File: src/rtl/id_decode_stage.sv
// RISC-V decode stage: combinational decode of the fetched word feeding a
// registered two-entry (main + skid) output buffer with a valid/ready handshake.
module id_decode_stage #(
  parameter int XLEN = 32
) (
  input  logic            clk_i,
  input  logic            rst_i,
  input  logic            flush_i,
  input  logic            if_valid_i,
  output logic            if_ready_o,
  input  logic [XLEN-1:0] if_pc_i,
  input  logic [31:0]     if_instr_i,
  input  logic            if_ex_valid_i,
  input  logic [XLEN-1:0] if_ex_cause_i,
  output logic            id_valid_o,
  input  logic            id_ready_i,
  output logic [XLEN-1:0] id_pc_o,
  output logic [6:0]      id_opcode_o,
  output logic [2:0]      id_funct3_o,
  output logic [6:0]      id_funct7_o,
  output logic [4:0]      id_rd_o,
  output logic [4:0]      id_rs1_o,
  output logic [4:0]      id_rs2_o,
  output logic [XLEN-1:0] id_imm_o,
  output logic            id_ex_valid_o,
  output logic [XLEN-1:0] id_ex_cause_o,
  output logic [XLEN-1:0] id_ex_tval_o
);

  typedef enum logic [6:0] {
    OP_LOAD    = 7'h03, OP_LOADFP  = 7'h07, OP_CUSTOM0 = 7'h0B, OP_MISCMEM = 7'h0F,
    OP_OPIMM   = 7'h13, OP_AUIPC   = 7'h17, OP_OPIMM32 = 7'h1B, OP_STORE   = 7'h23,
    OP_STOREFP = 7'h27, OP_CUSTOM1 = 7'h2B, OP_AMO     = 7'h2F, OP_OP      = 7'h33,
    OP_LUI     = 7'h37, OP_OP32    = 7'h3B, OP_MADD    = 7'h43, OP_MSUB    = 7'h47,
    OP_NMSUB   = 7'h4B, OP_NMADD   = 7'h4F, OP_OPFP    = 7'h53, OP_RSRVD1  = 7'h57,
    OP_CUSTOM2 = 7'h5B, OP_BRANCH  = 7'h63, OP_JALR    = 7'h67, OP_RSRVD2  = 7'h6B,
    OP_JAL     = 7'h6F, OP_SYSTEM  = 7'h73, OP_RSRVD3  = 7'h77, OP_CUSTOM3 = 7'h7B
  } opcode_t;

  localparam logic [XLEN-1:0] ILLEGAL_INSTR = XLEN'(2);

  typedef struct packed {
    logic [XLEN-1:0] pc;
    logic [6:0]      opcode;
    logic [2:0]      funct3;
    logic [6:0]      funct7;
    logic [4:0]      rd;
    logic [4:0]      rs1;
    logic [4:0]      rs2;
    logic [XLEN-1:0] imm;
    logic            ex_valid;
    logic [XLEN-1:0] ex_cause;
    logic [XLEN-1:0] ex_tval;
  } dec_t;

  function automatic logic [XLEN-1:0] sext(input logic [31:0] v);
    return XLEN'($signed(v));
  endfunction

  opcode_t op;
  dec_t    dec;
  dec_t    main_q, skid_q;
  logic    main_valid_q, skid_valid_q;
  logic    illegal;
  logic    accept;

  assign op = opcode_t'(if_instr_i[6:0]);

  always_comb begin
    dec        = '0;
    illegal    = (if_instr_i[1:0] != 2'b11);
    dec.pc     = if_pc_i;
    dec.opcode = if_instr_i[6:0];
    dec.funct3 = if_instr_i[14:12];
    dec.funct7 = if_instr_i[31:25];
    dec.rd     = if_instr_i[11:7];
    dec.rs1    = if_instr_i[19:15];
    dec.rs2    = if_instr_i[24:20];
    unique case (op)
      OP_LOAD, OP_OPIMM, OP_OPIMM32, OP_JALR, OP_SYSTEM, OP_MISCMEM:
        dec.imm = sext({{20{if_instr_i[31]}}, if_instr_i[31:20]});
      OP_STORE: begin
        dec.imm = sext({{20{if_instr_i[31]}}, if_instr_i[31:25], if_instr_i[11:7]});
        dec.rd  = '0;
      end
      OP_BRANCH: begin
        dec.imm = sext({{20{if_instr_i[31]}}, if_instr_i[7], if_instr_i[30:25],
                        if_instr_i[11:8], 1'b0});
        dec.rd  = '0;
      end
      OP_LUI, OP_AUIPC:
        dec.imm = sext({if_instr_i[31:12], 12'b0});
      OP_JAL:
        dec.imm = sext({{12{if_instr_i[31]}}, if_instr_i[19:12], if_instr_i[20],
                        if_instr_i[30:21], 1'b0});
      default: dec.imm = '0;
    endcase
    unique case (op)
      OP_LOADFP, OP_STOREFP, OP_MADD, OP_MSUB, OP_NMSUB, OP_NMADD, OP_OPFP, OP_AMO,
      OP_CUSTOM0, OP_CUSTOM1, OP_CUSTOM2, OP_CUSTOM3, OP_RSRVD1, OP_RSRVD2, OP_RSRVD3:
        illegal = 1'b1;
      OP_OPIMM32, OP_OP32:
        if (XLEN == 32) illegal = 1'b1;
      default: ;
    endcase
    // A fetch-side fault outranks anything decode could report.
    if (if_ex_valid_i) begin
      dec.ex_valid = 1'b1;
      dec.ex_cause = if_ex_cause_i;
      dec.ex_tval  = if_pc_i;
    end else if (illegal) begin
      dec.ex_valid = 1'b1;
      dec.ex_cause = ILLEGAL_INSTR;
      dec.ex_tval  = XLEN'(if_instr_i);
    end
  end

  assign if_ready_o = !skid_valid_q;
  assign accept     = if_valid_i && if_ready_o;

  always_ff @(posedge clk_i or posedge rst_i) begin
    if (rst_i) begin
      main_valid_q <= 1'b0;
      skid_valid_q <= 1'b0;
      main_q       <= '0;
      skid_q       <= '0;
    end else if (flush_i) begin
      main_valid_q <= 1'b0;
      skid_valid_q <= 1'b0;
    end else if (skid_valid_q) begin
      // Upstream is blocked while full, so only a drain can happen here.
      if (id_ready_i) begin
        main_q       <= skid_q;
        skid_valid_q <= 1'b0;
      end
    end else if (main_valid_q) begin
      if (accept && id_ready_i) begin
        main_q <= dec;
      end else if (accept) begin
        skid_q       <= dec;
        skid_valid_q <= 1'b1;
      end else if (id_ready_i) begin
        main_valid_q <= 1'b0;
      end
    end else if (accept) begin
      main_q       <= dec;
      main_valid_q <= 1'b1;
    end
  end

  assign id_valid_o    = main_valid_q;
  assign id_pc_o       = main_q.pc;
  assign id_opcode_o   = main_q.opcode;
  assign id_funct3_o   = main_q.funct3;
  assign id_funct7_o   = main_q.funct7;
  assign id_rd_o       = main_q.rd;
  assign id_rs1_o      = main_q.rs1;
  assign id_rs2_o      = main_q.rs2;
  assign id_imm_o      = main_q.imm;
  assign id_ex_valid_o = main_q.ex_valid;
  assign id_ex_cause_o = main_q.ex_cause;
  assign id_ex_tval_o  = main_q.ex_tval;

endmodule
File: config.mk
export PLATFORM = sky130hd
export DESIGN_NAME = id_decode_stage
export DESIGN_NICKNAME = d
export VERILOG_FILES = /design/src/rtl/id_decode_stage.sv
export SDC_FILE = /design/constraint.sdc
export NUM_CORES = 1
export LEC_CHECK = 0
export CORE_UTILIZATION = 55
export DETAILED_ROUTE_END_ITERATION = 10
export GPL_ROUTABILITY_DRIVEN = 1
export PLACE_DENSITY = 0.89
export SLEW_MARGIN = 20
export SYNTH_ARGS = -nofsm -noshare
export SYNTH_HDL_FRONTEND = slang
export SYNTH_SLANG_ARGS = --single-unit
File: constraint.sdc
create_clock -name clk_i -period 25.4 [get_ports clk_i]
set_clock_uncertainty 0.05 [all_clocks]
set_input_delay 7.62 -clock clk_i [delete_from_list [all_inputs] [get_ports clk_i]]
set_output_delay 7.62 -clock clk_i [all_outputs]
set_load 0.02 [all_outputs]
Word level (Yosys, flattened, before mapping)

Cells that the tools add are included.

Bits in registers: 324
Bits in latches: 0
Memory bits (writable): 0
ROM bits: 0
Bits of input ports: 102
Word-level logic and storage cells: 89
Memories: 0

$add $sub $neg: 0
Multipliers: 0
Divide/modulo/power cells: 0
$lt $le $gt $ge: 0
Equal/unequal tests: 31
Shift operators: 0
Muxes and demuxes: 21
Bitwise gates (word level): 3
Reduce and logical (&&, ||, !) cells: 10

Operator list:

| cell                                                 | count |
|---|---|
| 2-to-1 mux 161 bit                                   | 5 |
| one-hot mux 32 bit (5 select lines)                  | 1 |
| 2-to-1 mux 65 bit                                    | 2 |
| equality test 7 bit (second input constant)          | 14 |
| equality test 7 x 6 -> 1 bit (second input constant) | 6 |
| equality test 7 x 5 -> 1 bit (second input constant) | 3 |
| OR reduction 17 bit                                  | 1 |
| equality test 7 x 4 -> 1 bit (second input constant) | 2 |
| 2-to-1 mux 1 bit                                     | 12 |
| equality test 7 x 2 -> 1 bit (second input constant) | 1 |
| equality test 7 x 3 -> 1 bit (second input constant) | 1 |
| != test 2 bit (second input constant)                | 3 |
| OR reduction 6 bit                                   | 1 |
| 2-to-1 mux 5 bit                                     | 1 |
| AND reduction 5 bit                                  | 1 |
| AND reduction 4 bit                                  | 1 |
| OR reduction 2 bit                                   | 2 |
| != test 3 x 1 -> 1 bit (second input constant)       | 1 |
| NOT 1 bit                                            | 3 |
| nonzero test 3 bit                                   | 1 |
| logical AND 1 bit                                    | 2 |
| logical NOT 1 bit                                    | 1 |

Depth between registers and ports, before layout

Word-level depth: 8
Gate-level depth with buffers: 9

Worst setup path after synthesis

OpenSTA, ideal clock, no wires.

Kind: in2reg
Start point: input port if_instr_i[5]
End point: register skid_q[85] (netlist bit)
Setup time: 0.077 ns
Data arrival time: 9.091 ns
Data required time: 25.273 ns
Setup slack: 16.182 ns
Stages: 7
Buffers on the path: 2
Cell sequence: buf_2 > or3b_4 > a311oi_4 > o21bai_2 > and2_4 > buf_6 > a21oi_1

Longest elaborated chain between the ends: 3
Elaborated cells between the ends (all ways): 14
Those cells by class: eq/ne (11); mux (1); reduce/logical (2)

RTL lines:

| item                                                     | RTL line | source |
|---|---|---|
| start: declaration                                       | 12       | `input logic [31:0] if_instr_i,` |
| equality test 7 x 5 -> 1 bit (tied with other cells)     | 79       | `unique case (op)` |
| OR reduction 6 bit or OR reduction 2 bit (tied branches) | 79       |  |
| one-hot mux 32 bit (5 select lines) *                    | 79       |  |
| end signal: assignment                                   | 126      | `skid_q <= '0;` |
| end signal: assignment                                   | 140      | `skid_q <= dec;` |
| end: declaration                                         | 62       | `dec_t main_q, skid_q;` |

Mark *: on every way between the ends. The rest lies on a longest branch, timed or not.
A chain may end at the register's enable or synchronous reset.

Worst setup path after layout

Start point: input port if_instr_i[6]
End point: register main_q, in the netlist id_ex_tval_o[0]

Longest elaborated chain between the ends: 8
Elaborated cells between the ends (all ways): 25
Those cells by class: eq/ne (17); mux (7); reduce/logical (1)

RTL lines:

| item                                                 | RTL line | source |
|---|---|---|
| equality test 7 x 5 -> 1 bit (tied with other cells) | 98       | `unique case (op)` |
| OR reduction 17 bit (no line) *                      | n/a      |  |
| 2-to-1 mux 1 bit *                                   | n/a      |  |
| 2-to-1 mux 65 bit *                                  | 111      | `end else if (illegal) begin` |
| 2-to-1 mux 65 bit *                                  | 107      | `if (if_ex_valid_i) begin` |
| 2-to-1 mux 161 bit, on equally long branches         | 145, 137 |  |
| 2-to-1 mux 161 bit *                                 | 136      | `end else if (main_valid_q) begin` |
| 2-to-1 mux 161 bit *                                 | 130      | `end else if (skid_valid_q) begin` |
| end signal: assignment                               | 133      | `main_q <= skid_q;` |
| end: declaration                                     | 62       |  |

Mark *: on every way between the ends. The rest lies on a longest branch, timed or not. The select of a mux whose other input is x is not followed.

==> summary.md <==
| Metric | Value |
|---|---|
| Comb pwr share | `0.218` |
| Seq/Total Area, Yosys | `0.566` |
| Worst Path Buf+Inv | `2` |
| Clk network pwr share | `0.329` |
| Hold path cells | `2` |
| Slew Limit Fails | `0` |
| Clock slew at reported path FFs | `0.06 ns` |
| CTS buffer count | `34` |
| P_sw | `0.000450 W` |
| Post-cts resize count | `0` |
| GPL Wtd Cong | `0.889` |
| Share of power burned in registers | `0.452` |
| Vias | `13100` |
| Min cycle time layout | `10.49 ns` |
| Critical path's top delay family | `compound AO/OA/AOI/OAI gates` |
| Clk Latency, worst-skew pair | `0.51 ns` |
| Hold Path Origin | `id_pc_o[12]` |
| Ys async rst share | `1.00` |
| I/O Buffers | `264` |
| CTS tree | `yes` |
| EDFF count, synth | `0` |
| Mean Syn Cell Area | `9.10 um^2` |
| Placed Area | `0.0170 mm^2` |
| R2R Setup Slk | `21.09 ns` |
| Worst EP arrival | `10.88 ns` |
| R2R depth | `7` |
| Number of H-tree levels | `2` |
| Biggest cell delay along the critical path | `0.90 ns` |
| Worst hold path class | `flop to flop` |
| Area of the core | `0.0253 mm^2` |
| Area of the mapped netlist | `0.0143 mm^2` |
| Total wire length | `43.6 mm` |
| Number of nets in the layout | `1868` |
| Crit path max fanout | `31` |
| Routed vias/inst | `6.16` |
| Chip height | `163 um` |
| Worst VDD drop | `0.0524 mV` |
| Max cap viols | `0` |
| Crit end category | `flop` |
| Setup TNS | `0 ns` |
| RSZ-0062 raised after global routing | `no` |
| Slowest-stage cell, CP | `clkdlybuf4s50_1` |
| ANT cells | `0` |
| First-pass GRT wire length | `68.3 mm` |
| Routed Antenna Nets | `0` |
| #FFs+latches synth | `324` |
| Number of global-route vias before repair | `12700` |
| Crit path launch type | `input pin` |
| Crit-path cells | `clkdlybuf4s50_1 > inv_1 > a221oi_2 > o221ai_4 > nor2_4 > a221o_1` |
| Gr usage total | `0.329` |
| Hold path endpoint | `id_pc_o[12]` |
| Final setup vio count | `0` |
| Worst reg2reg endpoint | `id_ex_tval_o[19]` |
| DP HPWL | `27.4 mm` |
| PwrDens | `82.2 mW/mm^2` |
| Critical Path RT | `25.79 ns` |
| Area Growth Syn to Fin | `26.6%` |
| Io pins | `265` |
| Pint | `0.00104 W` |
| Outcome | `complete, no violations` |
| CTS Sinks | `324` |
| Largest net degree at the start of global routing | `191` |
| Critical R2R Launch | `skid_valid_q` |
| Remaining DRCs | `0` |
| LEAKAGE | `7.92 nW` |
| Row Count | `58` |
| Initial Util | `0.565` |
| Drt initial violations | `2054` |
| Post-synthesis instance total | `1573` |
| Die Wd | `163 um` |
| Post-CTS Setup Inserts | `0` |
| Initial antenna violation count | `0` |
| Hold Vio Cnt, Final | `0` |
| Root Driver | `clkbuf_16` |
| Max Clock Freq | `95.3 MHz` |
| First-pass iteration count of the detailed router | `6` |
| Main synth FF type | `dfrtp_1` |
| Syn_nets | `1675` |
| Period utilization | `0.413` |
| Slew @ Worst Pin | `1.16 ns` |
| Maximum clock insertion buffer count | `3` |
| Ys Warns | `0` |
| Total die area | `0.0267 mm^2` |
| Cell variety after synth | `54` |
| Sw frac | `0.302` |
| WS Path Type | `input pin to flop` |
| Routed length per instance | `20.6 um` |
| Final instance area | `0.0181 mm^2` |
| Slew headroom | `0.228` |
| GRT overflow | `0` |
| Layout cell share with drive strength beyond 1 | `0.0475` |
| Hold Buf Count CTS | `0` |
stage by stage:
stage,util,hold slack [ns],setup WS (ns),total power [W],std cells
2_1_floorplan,-,0.391,8.76,0.000838,1573
3_3_place_gp,0.673,0.403,14.64,0.000984,2060
3_5_place_dp,0.673,0.412,14.54,0.00100,2060
4_1_cts,0.716,0.427,15.07,0.00149,2121
5_1_grt,0.716,0.436,14.80,0.00155,2121
6_report,0.716,0.424,14.91,0.00149,2121
worst max path at each step:
stage | from | endpoint | slack (ns) | cells past startpoint
after floorplan | rst_i | id_ex_cause_o[0] | 8.76 | 1
final | if_instr_i[6] | id_ex_tval_o[0] | 14.91 | 6
after global routing | if_valid_i | id_ex_tval_o[24] | 14.80 | 7
after CTS | if_valid_i | id_ex_tval_o[19] | 15.07 | 7
after global placement | if_valid_i | id_ex_tval_o[19] | 14.64 | 7
after detailed placement | if_instr_i[4] | id_ex_tval_o[28] | 14.54 | 6
area by class of cell:
class,count,area [um^2]
flip-flops and latches,324,8110
fillers,1757,7190
multi-input cells,1122,5720
repair buffers,278,2760
clock buffers,55,1060
well taps,330,413
clock inverters,6,33.8
inverters,6,30.0
metal layers:
metal,vias up,track usage,share of wire
met2,894,0.512,0.46
met4,0,0.143,0.041
met1,6268,0.446,0.38
met3,142,0.0721,0.11
met5,-,0,0
li1,5755,-,-
Yosys cell counts (4+ instances only):
cell type | number | area [um^2]
a21oi_1 | 142 | 711
a221o_1 | 28 | 280
a22oi_1 | 5 | 37.5
a31oi_1 | 5 | 31.3
and2_1 | 4 | 25.0
and3_1 | 9 | 56.3
buf_1 | 6 | 22.5
buf_2 | 30 | 150
clkbuf_1 | 83 | 312
dfrtp_1 | 324 | 8110
inv_1 | 6 | 22.5
mux2i_1 | 60 | 601
nand2_1 | 414 | 1550
nand2b_1 | 4 | 25.0
nand3_1 | 34 | 170
nor2_1 | 139 | 522
nor3_1 | 5 | 25.0
o2111ai_1 | 6 | 52.6
o211ai_1 | 24 | 180
o21ai_0 | 175 | 876
o22ai_1 | 5 | 31.3
or3_1 | 23 | 144
cell usage in the layout, fill, tap and decap left out, types with 28 or more instances in the layout:
master,n
o21ai_0,175
nand3_1,34
a221o_1,28
mux2i_1,60
nand2_1,414
nor2_1,138
a21oi_1,142
clkbuf_16,37
clkdlybuf4s50_1,263
dfrtp_1,323
tightest hold or removal path: cells and delay by family, from the launching register on:
family	cells	cell delay [ns]
AOI/OAI and AO/OA	1	0.06
DFF	1	0.34
and+or+nand+nor	1	0.04
power by group through the flow:
stage	registers (W)	clock network (W)	logic [W]
2_1_floorplan	0.000715	0	0.000123
3_3_place_gp	0.000674	0	0.000310
3_5_place_dp	0.000678	0	0.000322
4_1_cts	0.000672	0.000495	0.000325
5_1_grt	0.000682	0.000516	0.000353
6_report	0.000675	0.000491	0.000325
flip-flops by register name (all words and copies together) (netlist names), 3 cells and up:
signal         cells
skid_q           161
id_ex_cause_o     32
id_ex_tval_o      32
id_imm_o          32
id_pc_o           32
id_funct7_o        7
id_opcode_o        7
id_rd_o            5
id_rs1_o           5
id_rs2_o           5
id_funct3_o        3
cells by family (layout without fill, tap and decap cells):
| kind of cell | count (synthesis) | count (layout) | share of synthesized area |
|---|---|---|---|
| multiplexers | 60 | 60 | 0.0419 |
| AND/OR/NAND/NOR | 649 | 649 | 0.185 |
| flip-flops | 324 | 324 | 0.566 |
| AO/OA/AOI/OAI | 413 | 413 | 0.169 |
| buffers and inverters | 127 | 345 | 0.0370 |
Power figures use the tool's default switching activity.
